File: config.mk
export PLATFORM = sky130hd
export DESIGN_NAME = mips_serial_tx_ctrl
export DESIGN_NICKNAME = d
export VERILOG_FILES = /design/src/rtl/mips_serial_tx_ctrl.sv
export SDC_FILE = /design/constraint.sdc
export NUM_CORES = 1
export LEC_CHECK = 0
export ABC_AREA = 1
export BUFFER_PORTS_ARGS = -buffer_cell sky130_fd_sc_hd__buf_4
export CAP_MARGIN = 10
export CELL_PAD_IN_SITES_DETAIL_PLACEMENT = 2
export CELL_PAD_IN_SITES_GLOBAL_PLACEMENT = 2
export CORE_ASPECT_RATIO = 2
export CORE_MARGIN = 10
export CORE_UTILIZATION = 40
export CTS_BUF_LIST = sky130_fd_sc_hd__clkbuf_2
export CTS_CLUSTER_DIAMETER = 60
export DETAILED_ROUTE_END_ITERATION = 8
export GPL_ROUTABILITY_DRIVEN = 0
export PLACE_DENSITY = 0.85
export RECOVER_POWER = 25
export SLEW_MARGIN = 40
export SYNTH_ARGS = -nofsm -noshare
export SYNTH_HDL_FRONTEND = slang
export SYNTH_SLANG_ARGS = --single-unit
File: constraint.sdc
create_clock -name clk -period 7.3 [get_ports clk]
set_input_delay 1.46 -clock clk [delete_from_list [all_inputs] [get_ports clk]]
set_output_delay 1.46 -clock clk [all_outputs]
set_load 0.01 [all_outputs]
File: src/rtl/mips_serial_tx_ctrl.sv
// Serial output sequencer: buffers 32-bit words from the MIPS core and feeds them
// to the byte-wide UART transmitter, most significant byte first.
module mips_serial_tx_ctrl #(
    parameter int WORD_LENGTH = 32,
    parameter int NBITS       = 8,
    parameter int DEPTH       = 4
) (
    input  logic                   clk,
    input  logic                   reset,
    input  logic                   start,
    input  logic                   SerialOutEn,
    input  logic [WORD_LENGTH-1:0] SerialData,
    input  logic                   TX_flag,
    output logic                   tx_start,
    output logic [NBITS-1:0]       tx_data,
    output logic                   full,
    output logic                   empty,
    output logic                   busy,
    output logic                   overflow
);

    localparam int BPW   = WORD_LENGTH / NBITS;
    localparam int PTR_W = $clog2(DEPTH);
    localparam int CNT_W = $clog2(DEPTH + 1);
    localparam int BC_W  = (BPW > 1) ? $clog2(BPW) : 1;

    typedef enum logic [1:0] {
        IDLE,
        SEND,
        WAIT
    } state_t;

    state_t                 state;
    logic [WORD_LENGTH-1:0] mem [DEPTH];
    logic [PTR_W-1:0]       wr_ptr;
    logic [PTR_W-1:0]       rd_ptr;
    logic [CNT_W-1:0]       count;
    logic [WORD_LENGTH-1:0] shreg;
    logic [BC_W-1:0]        byte_cnt;

    logic is_full;
    logic do_push;
    logic do_pop;

    // A write into a full FIFO is dropped even if a pop frees a slot on the same edge.
    assign is_full = (count == CNT_W'(DEPTH));
    assign do_push = SerialOutEn && !is_full;
    assign do_pop  = (state == IDLE) && start && (count != '0);

    assign tx_start = (state == SEND);
    assign busy     = (state != IDLE);
    assign full     = is_full;
    assign empty    = (count == '0);
    assign tx_data  = shreg[WORD_LENGTH-1 -: NBITS];

    // Storage needs no reset: count alone decides which entries are valid.
    always_ff @(posedge clk) begin
        if (do_push) begin
            mem[wr_ptr] <= SerialData;
        end
    end

    always_ff @(posedge clk or posedge reset) begin
        if (reset) begin
            state    <= IDLE;
            wr_ptr   <= '0;
            rd_ptr   <= '0;
            count    <= '0;
            shreg    <= '0;
            byte_cnt <= '0;
            overflow <= 1'b0;
        end else begin
            if (do_push) begin
                wr_ptr <= wr_ptr + PTR_W'(1);
            end
            if (do_pop) begin
                rd_ptr <= rd_ptr + PTR_W'(1);
            end
            if (do_push && !do_pop) begin
                count <= count + CNT_W'(1);
            end else if (!do_push && do_pop) begin
                count <= count - CNT_W'(1);
            end
            if (SerialOutEn && is_full) begin
                overflow <= 1'b1;
            end

            case (state)
                IDLE: begin
                    if (do_pop) begin
                        shreg    <= mem[rd_ptr];
                        byte_cnt <= '0;
                        state    <= SEND;
                    end
                end
                SEND: begin
                    state <= WAIT;
                end
                WAIT: begin
                    if (TX_flag) begin
                        if (byte_cnt == BC_W'(BPW - 1)) begin
                            state <= IDLE;
                        end else begin
                            byte_cnt <= byte_cnt + BC_W'(1);
                            shreg    <= shreg << NBITS;
                            state    <= SEND;
                        end
                    end
                end
                default: begin
                    state <= IDLE;
                end
            endcase
        end
    end

endmodule

==> results of run 1 <==
[synthesized netlist by cell type]
cell	instances
a21oi_1	1
a31o_2	1
buf_1	1
buf_2	18
buf_4	10
buf_6	4
clkbuf_1	9
clkinv_1	1
dfrtp_1	44
edfxtp_1	128
fa_1	1
ha_1	6
inv_1	122
mux2_2	1
nand2_1	169
nand2_4	1
nand3_1	147
nand3_2	1
nand3b_4	1
nor2_1	11
nor2_2	1
o21ai_0	11
o21bai_1	1
or2_2	16
xnor2_1	1
xor2_1	2
[registers in the layout (all words and copies together) (netlist names)]
name,cells
byte_cnt,2
count,3
mem,128
overflow,1
rd_ptr,2
shreg,32
state,2
wr_ptr,2
[where the power goes]
group	switching, mW	total (mW)	internal, mW	leakage, nW
clock network	0.342	0.499	0.157	0.140
logic	0.902	1.28	0.375	1.72
registers	0.140	1.47	1.33	1.71
total	1.38	3.24	1.86	3.57
[layout make-up]
type,instances,area share
flip-flops and latches,172,0.616
multi-input cells,372,0.221
inverters,123,0.0578
repair buffers,58,0.0425
well taps,216,0.0337
clock inverters,15,0.0179
clock buffers,17,0.0106
diodes,1,0.000312
[kinds of logic (layout without fill, tap and decap cells)]
kind of cell               after synthesis  count (layout)  share of synthesized area
AOI/OAI and AO/OA                       14              14                     0.0103
other                                    0               1                          0
and+or+nand+nor                        347             347                      0.210
xor gates and xnor gates                 3               3                    0.00354
buffers and inverters                  165             213                     0.0956
DFF                                    172             172                      0.666
adders and majority gates                7               7                     0.0128
muxes                                    1               1                    0.00152
[through the flow]
| stage | worst slack (ns) | hold WS [ns] | util | power [mW] |
|---|---|---|---|---|
| finish | 4.05 | 0.511 | 0.439 | 3.24 |
| global route | 3.89 | 0.543 | 0.439 | 3.48 |
| CTS | 3.99 | 0.516 | 0.444 | 3.28 |
| detailed placement | 3.81 | 0.467 | 0.431 | 2.77 |
| global placement | 3.92 | 0.455 | 0.431 | 2.62 |
| floorplan | 3.92 | 0.471 | - | 2.29 |
[worst max path at each step]
stage	from	to	slack (ns)	depth (start not counted)
6_report	count[0]$_DFFE_PP0P_	empty	4.05	4
5_1_grt	count[0]$_DFFE_PP0P_	empty	3.89	4
4_1_cts	count[0]$_DFFE_PP0P_	empty	3.99	4
3_5_place_dp	start	count[1]$_DFFE_PP0P_	3.81	6
3_3_place_gp	start	count[1]$_DFFE_PP0P_	3.92	6
2_1_floorplan	SerialOutEn	mem[0][0]$_DFFE_PP_	3.92	2
[critical path: cells and delay by family, from the launching register on]
family | cells | cell delay, ns
DFF | 1 | 0.49
and+or+nand+nor | 2 | 0.35
buffers and inverters | 2 | 0.20
[routing by layer]
metal  up-vias  part of all wire  track usage
met5         -                 0            0
met4         0             0.037       0.0902
met3        33             0.026       0.0305
met2        80              0.58        0.358
met1      2651              0.35        0.187
li1       2352                 -            -
==> results by group, run 1 <==
Global routing
  – Largest net degree at the start of global routing: 67
  – Initial antenna violation count: 1
  – First-pass GRT wire length: ~35,000 um
  – GR Overflow Total: 0
  – Number of global-route vias before repair: 5,960
  – Gr usage total: 0.188

Setup path
  – Worst path cell trace: nor2_1 -> nand2_1 -> inv_1 -> buf_4
  – FF-to-FF End: count[1]$_DFFE_PP0P_
  – Crit path DAT: ~1.8 ns
  – FF-to-FF path depth: 6
  – Crit path launch type: flip-flop
  – Critical path class: flip-flop to primary output
  – Critical Path End Type: primary output
  – CP required: approximately 5.8 ns
  – R2R setup slack: about 4.6 ns
  – CP max-delay cell: dfrtp_1
  – CP max stage delay: between 0.4 and 0.5 ns
  – CP max FO: 3
  – FF-to-FF Start: state[0]$_DFFE_PP0P_

STA
  – Final-report hold violation count: 0
  – Minimum clock period: around 3.2 ns
  – Final setup TNS: 0 ns
  – Final setup vio count: 0
  – Clk_skew: between 0.03 and 0.04 ns
  – RSZ-0062 raised after global routing: no
  – Highest clock rate: 308 MHz
  – Final period utilization: 0.445
  – Least-Margin Pin Slew: around 0.75 ns
  – Max transition margin: 0.500
  – Slew Limit Fails: 0

Final layout
  – Most common cell after layout, fill and taps aside: nand2_1
  – Nets: 788
  – Post-Layout Inst Area: ~8000 sq um
  – Area Growth Syn to Fin: 8.21%
  – Finished Layout Cells: 974
  – # fillers: around 1,900
  – Multi-input gate area: 1780 sq um
  – Reg area: approximately 4900 sq um
  – Share of cells above drive strength 1: 0.118
  – Most frequent cells in the layout: 169 x nand2_1, 147 x nand3_1, 128 x edfxtp_1, 120 x inv_1, 43 x dfrtp_1

Synthesis
  – Register area share after synthesis: 0.666
  – Net Count, Synth: approximately 750
  – Mapped cell area: 7420 sq um
  – Area leader, netlist: edfxtp_1
  – #FFs+latches synth: 172
  – Post-Syn Instances: between 700 and 800
  – Area contributors post-synth: edfxtp_1 52%, dfrtp_1 15%, nand3_1 9.9%
  – Area share of the largest cell type after synthesis: 0.518
  – Syn avg cell area: ~10 sq um
  – Synth warn: 0
  – Synth unique cells: 26

Worst hold path
  – Hold path depth: 1
  – Hold Path End: overflow$_DFFE_PP0P_
  – Worst hold-check path type: flip-flop to flip-flop
  – Hold Crit Start: overflow$_DFFE_PP0P_

Die
  – Die area: 24,700 sq um
  – I/O pins: 50
  – Initial core utilization: 0.405
  – Die height: 213 um
  – Standard-cell rows: 70
  – Core Footprint: 18,300 sq um
  – Die width: between 100 and 150 um

Clock network
  – CTS H-tree depth: 4
  – CTS Buf Count: 17
  – CTS max path bufs: 2
  – CTS Sinks: between 150 and 200
  – # hold bufs at CTS: 0
  – TritonCTS clock tree: done
  – Worst-skew pair later-pin latency: 0.76 ns
  – CTS-repair resized insts: 0
  – Setup Buffers After CTS: 0
  – Clk root buf: clkbuf_2
  – Reg clk slew, reported paths: between 0.2 and 0.3 ns

Power
  – Max IR drop VDD: around 0.00015 V
  – Leakage: 3.57 nW
  – Pwr/cell area: 404 nW/um^2

Drt
  – Routed vias/inst: ~5.3
  – Vias: 5,116
  – DRC violations left: 0
  – Avg WL per Cell: around 22 um
  – DRT Wirelength: approximately 22,000 um
  – Drt first pass iters: 4
  – Antenna Violating Nets Remaining: 0
  – 1st-iter DRT viols: between 200 and 300

Placed design
  – Dpl cells: roughly 940
  – Port Buf Inserts: 49
  – DP HPWL: roughly 14,000 um
  – Placed cell area: 7890 sq um

Flow run
  – Max cap viols: 0

Outcome
  – Status: complete, no violations
No activity file was read; power rests on OpenSTA's default activity.
==> run 2, diff against run 1 <==
- CORE_UTILIZATION: 40 -> 37
- PLACE_DENSITY: 0.85 -> 0.83
- clock period: 7.3 -> 2.8 ns (I/O delays scaled with it)
==> run 2 against run 1 <==
Sequential share of layout area is 3.6 points lower. Clock skew is 0.00057 ns higher. Worst hold slack worse by 0.32 ns.
==> results by group, run 2 (synthesis gave the netlist of run 1 again) <==
Outcome
  – Status: complete, no violations

Setup path
  – Critical Path End Type: primary output
  – Worst path cell trace: nor2_1 -> nand2_1 -> inv_1 -> buf_4
  – Critical path class: flip-flop to primary output
  – CP max stage delay: between 0.4 and 0.5 ns
  – Crit path DAT: roughly 1.9 ns
  – CP max FO: 3
  – CP max-delay cell: dfrtp_1
  – CP required: 2.24 ns
  – Crit path launch type: flip-flop

Die
  – Core Footprint: 19,800 sq um
  – I/O pins: 50
  – Die width: 120 um
  – Die area: between 20,000 and 30,000 sq um
  – Initial core utilization: 0.374
  – Standard-cell rows: 73
  – Die height: 220 um

Final layout
  – Top flop regs: mem x128, shreg x32, count x3
  – Most common cell after layout, fill and taps aside: nand2_1
  – Most frequent cells in the layout: 169 x nand2_1, 147 x nand3_1, 128 x edfxtp_1, 120 x inv_1, 46 x buf_4
  – # fillers: around 2,100
  – Nets: 828
  – Share of cells above drive strength 1: 0.132
  – Max FFs per register: around 130
  – Area Growth Syn to Fin: 15.0%
  – Post-Layout Inst Area: 8530 sq um
  – Top reg by flops: mem
  – Post-layout util: 0.430

Drt
  – Routed vias/inst: a little under 5
  – DRC violations left: 0
  – Vias: 5,224
  – Antenna Violating Nets Remaining: 0
  – Drt first pass iters: 4
  – Avg WL per Cell: approximately 21 um
  – 1st-iter DRT viols: between 200 and 250
  – DRT Wirelength: 21,700 um

Clock network
  – Worst-skew pair later-pin latency: 0.84 ns
  – Reg clk slew, reported paths: between 0.2 and 0.3 ns
  – CTS Buf Count: 17
  – CTS max path bufs: 2
  – Setup Buffers After CTS: 0
  – CTS H-tree depth: 4
  – CTS Sinks: roughly 170
  – TritonCTS clock tree: done
  – Clk root buf: clkbuf_2
  – CTS-repair resized insts: 0

Global routing
  – Largest net degree at the start of global routing: 66
  – Met3 Resource Use GR: 0.0324
  – Grt met1 use: 0.170
  – Grt met2 use: 0.329
  – Global routing's busiest layer: met2
  – GR Overflow Total: 0
  – Number of global-route vias before repair: between 6,000 and 7,000
  – First-pass GRT wire length: approximately 35,000 um
  – Gr usage total: 0.174
  – Initial antenna violation count: 1

STA
  – Slew Limit Fails: 0
  – Max transition margin: 0.511
  – RSZ-0062 raised after global routing: no
  – Final setup TNS: 0 ns
  – Minimum clock period: ~2.4 ns
  – Final-report hold violation count: 0
  – Highest clock rate: between 400 and 500 MHz
  – Least-Margin Pin Slew: around 0.73 ns
  – Final period utilization: 0.874
  – Clk_skew: about 0.035 ns
  – Final setup vio count: 0

Power
  – Sequential share of power: 0.448
  – Max IR drop VDD: ~0.00047 V
  – Int Pwr: approximately 4.9 mW
  – Clk pwr share: 0.152
  – Pwr/cell area: 989 nW/um^2
  – Leakage: approximately 3.8 nW
  – Net Sw Power: between 3 and 4 mW
  – Switching share of power: 0.416
  – Combinational share of power: 0.400

Placed design
  – Placed cell area: ~8000 sq um
  – DP HPWL: around 15,000 um
  – Port Buf Inserts: between 40 and 50

Flow run
  – Max cap viols: 0

Worst hold path
  – Worst hold-check path type: input port to flip-flop
[run 2: changes by cell type in the layout (fill, tap and decap cells not counted), sizes merged]
cell	change
dlygate4sd3	+35
clkinvlp	+3
clkbuf	-8
buf	+15
inv	-6
[run 2: per-layer routing]
layer / vias to the layer above / wire, um
met5: - / 0
met1: 2652 / 7700
met4: 0 / 951
li1: 2428 / -
met3: 45 / 573
met2: 99 / 12500
[run 2: final timing paths]
path,cells past startpoint,slack [ns],from,end
min,4,0.19,start,count[0]$_DFFE_PP0P_
max reg2reg,8,0.49,count[0]$_DFFE_PP0P_,count[1]$_DFFE_PP0P_
min reg2reg,1,0.53,overflow$_DFFE_PP0P_,overflow$_DFFE_PP0P_
max,4,0.35,count[0]$_DFFE_PP0P_,empty
min in group asynchronous,4,0.27,reset,wr_ptr[0]$_DFFE_PP0P_
max in group asynchronous,4,2.27,reset,shreg[10]$_DFFE_PP0P_
[run 2: power groups by stage]
stage	clock, mW	combinational (mW)	sequential (mW)
2_1_floorplan	0	2.26	3.71
3_3_place_gp	0	3.10	3.77
3_5_place_dp	0	3.39	3.84
4_1_cts	1.33	3.46	3.79
5_1_grt	1.42	3.79	3.85
6_report	1.28	3.38	3.78
[run 2: what timing repair did]
item,4_1_cts,5_1_grt
hold buffers,35,0
endpoints found under the hold margin,174,0
endpoints found under the setup margin,0,0
[run 2: cell type report]
class                           count  area [sq um]  area share
Antenna cell                        1          2.50    0.000293
Clock buffer                       19          95.1      0.0111
Clock inverter                     12           125      0.0147
Inverter                          123           462      0.0541
Multi-Input combinational cell    372          1780       0.208
Sequential cell                   172          4950       0.580
Tap cell                          262           328      0.0384
Timing Repair Buffer               98           796      0.0933
[run 2: stage by stage]
| stage | std cells | setup WS [ns] | power [mW] | hold WS, ns |
|---|---|---|---|---|
| final | 1059 | 0.353 | 8.44 | 0.189 |
| after floorplan | 709 | 0.323 | 5.97 | 0.471 |
| after global placement | 992 | 0.666 | 6.87 | 0.464 |
| after CTS | 1058 | 0.285 | 8.58 | 0.130 |
| after global routing | 1059 | 0.201 | 9.06 | 0.174 |
| after detailed placement | 992 | 0.531 | 7.23 | 0.490 |
[run 2: critical path: cells and delay by family (launching register included)]
kind                   cells  cell delay, ns
buffers and inverters      2            0.20
flip-flops                 1            0.49
AND/OR/NAND/NOR            2            0.36
==> run 3, diff against run 2 <==
--- a/config.mk
+++ b/config.mk
@@ -13,10 +13,10 @@
 export CORE_ASPECT_RATIO = 2
 export CORE_MARGIN = 10
-export CORE_UTILIZATION = 37
+export CORE_UTILIZATION = 40
 export CTS_BUF_LIST = sky130_fd_sc_hd__clkbuf_2
 export CTS_CLUSTER_DIAMETER = 60
 export DETAILED_ROUTE_END_ITERATION = 8
 export GPL_ROUTABILITY_DRIVEN = 0
-export PLACE_DENSITY = 0.83
+export PLACE_DENSITY = 0.85
 export RECOVER_POWER = 25
 export SLEW_MARGIN = 40
==> constraint.sdc (replaced) <==
create_clock -name clk -period 2.58 [get_ports clk]
set_input_delay 0.645 -clock clk [delete_from_list [all_inputs] [get_ports clk]]
set_output_delay 0.645 -clock clk [all_outputs]
set_load 0.05 [all_outputs]
==> run 3 against run 2 <==
Setup slack worse by 0.14 ns. Utilization is 1.9 points higher. Total power is 11% higher. Wire length is 4.5% lower. Non-clock buffer count is 21 lower. Largest power group unchanged.
==> results by group, run 3 (synthesis gave the netlist of run 1 again) <==
Drt
  – DRC violations left: 0
  – Drt first pass iters: 4
  – Met1 Wirelength: 7630 um
  – Routed vias/inst: roughly 5.2
  – Avg WL per Cell: approximately 21 um
  – Met3 wire length: between 500 and 600 um
  – Antenna Violating Nets Remaining: 0
  – 1st-iter DRT viols: around 250
  – DR top layer: met4
  – Met2 wire length: approximately 12,000 um
  – DRT Wirelength: 20,800 um
  – Vias: about 5,000

Clock network
  – CTS Sinks: 172
  – CTS H-tree depth: 4
  – TritonCTS clock tree: done
  – Clk root buf: clkbuf_2
  – Setup Buffers After CTS: 0
  – CTS max path bufs: 2
  – CTS Buf Count: 17
  – Worst-skew pair later-pin latency: 0.75 ns
  – Reg clk slew, reported paths: approximately 0.25 ns

Final layout
  – Top reg by flops: mem
  – Top flop regs: mem x128, shreg x32, count x3
  – Most frequent cells in the layout: 169 x nand2_1, 147 x nand3_1, 128 x edfxtp_1, 121 x inv_1, 42 x dfrtp_1
  – Area Growth Syn to Fin: 10.9%
  – Most common cell after layout, fill and taps aside: nand2_1
  – Max FFs per register: approximately 130
  – Nets: 807
  – Share of cells above drive strength 1: 0.130

Power
  – Pwr/cell area: approximately 1100 nW/um^2
  – Leakage: approximately 3.7 nW
  – Max IR drop VDD: around 0.00042 V
  – Total Power: between 9 and 10 mW

STA
  – Final setup vio count: 0
  – Slew Limit Fails: 0
  – Final setup TNS: 0 ns
  – Final period utilization: 0.919
  – Max transition margin: 0.494
  – Hold WS: 0.160 ns
  – Clk_skew: approximately 0.055 ns
  – Final-report hold violation count: 0
  – RSZ-0062 raised after global routing: no
  – Final WS setup: around 0.21 ns
  – Least-Margin Pin Slew: around 0.76 ns
  – Minimum clock period: 2.37 ns
  – Highest clock rate: around 420 MHz

Die
  – Initial core utilization: 0.405
  – Die area: ~25,000 sq um
  – Standard-cell rows: 70
  – I/O pins: 50
  – Die height: 213 um
  – Die width: ~120 um
  – Core Footprint: about 18,000 sq um

Placed design
  – Worst slack at placement: ~0.32 ns
  – Port Buf Inserts: 49
  – DP HPWL: approximately 14,000 um

Global routing
  – Largest net degree at the start of global routing: 66
  – Initial antenna violation count: 1
  – Gr usage total: 0.178
  – First-pass GRT wire length: around 33,000 um
  – Number of global-route vias before repair: ~6,000
  – GR Overflow Total: 0

Setup path
  – CP max-delay cell: dfrtp_2
  – Worst path top cell family by delay: flip-flops
  – CP max stage delay: approximately 0.50 ns
  – Critical path buffer and inverter count: 2
  – Worst path cell trace: nor2_2 -> nand2_1 -> inv_1 -> buf_4
  – FF-to-FF path depth: 8
  – Critical path class: flip-flop to primary output
  – CP max FO: 3
  – Crit path DAT: 1.73 ns
  – Levels on crit path: 4
  – Critical Path End Type: primary output
  – Crit path launch type: flip-flop
  – CP required: 1.93 ns

Outcome
  – Status: complete, no violations

Worst hold path
  – Worst hold-check path type: input port to flip-flop
  – Hold path depth: 2

Flow run
  – Max cap viols: 0
==> run 3: changes by cell type in the layout (fill, tap and decap cells not counted), moves of 2 or more <==
| cell | change |
|---|---|
| dlygate4sd3_1 | -22 |
| clkbuf_1 | +7 |
| buf_4 | -6 |
| clkinvlp_4 | -3 |
| inv_6 | +3 |
| clkinv_4 | +2 |
==> run 3: what timing repair did <==
action                                  in CTS  in global routing
hold buffers                                 1                 12
hold endpoints to repair                     7                 31
endpoints found under the setup margin       0                  2
resized for setup                            0                  2
==> run 3: power by group <==
part	internal (mW)	leakage [nW]	switching (mW)
clock network	0.355	0.132	0.967
logic	1.15	1.82	2.82
registers	3.76	1.71	0.310
total	5.27	3.67	4.10
==> run 3: final timing paths <==
check                                        end  slack [ns]                 start
max                                        empty        0.21  count[0]$_DFFE_PP0P_
min                         overflow$_DFFE_PP0P_        0.16           SerialOutEn
max reg2reg                 count[1]$_DFFE_PP0P_        0.39  count[0]$_DFFE_PP0P_
min reg2reg                 overflow$_DFFE_PP0P_        0.51  overflow$_DFFE_PP0P_
max in group asynchronous  rd_ptr[0]$_DFFE_PP0P_        1.53                 reset
min in group asynchronous  shreg[25]$_DFFE_PP0P_        0.35                 reset
==> run 3: area by class of cell <==
| cell class | instances | area, sq um |
|---|---|---|
| diodes | 1 | 2.50 |
| well taps | 216 | 270 |
| repair buffers | 77 | 557 |
| flip-flops and latches | 172 | 4950 |
| clock inverters | 14 | 120 |
| inverters | 123 | 462 |
| multi-input cells | 372 | 1780 |
| clock buffers | 18 | 90.1 |
| fillers | 1949 | 10100 |
==> run 3: metal layers <==
layer,track usage,vias to the layer above
met5,0,-
met4,0.0833,0
met3,0.0356,30
met2,0.330,76
met1,0.182,2628
li1,-,2393
==> run 3: worst reg2reg max path, stage by stage (launching register included) <==
cell     delay [ns]
dfrtp_2        0.50
nor2_2         0.16
nand2_1        0.08
nand2_1        0.24
inv_1          0.13
ha_1           0.21
inv_1          0.10
fa_1           0.43
mux2_2         0.27
==> run 3: through the flow <==
stage               cells  area, sq um  utilization
floorplan             709         7420            -
global placement      947         7960        0.435
detailed placement    947         7960        0.435
CTS                   980         8180        0.447
global route          993         8230        0.450
finish                993         8230        0.450
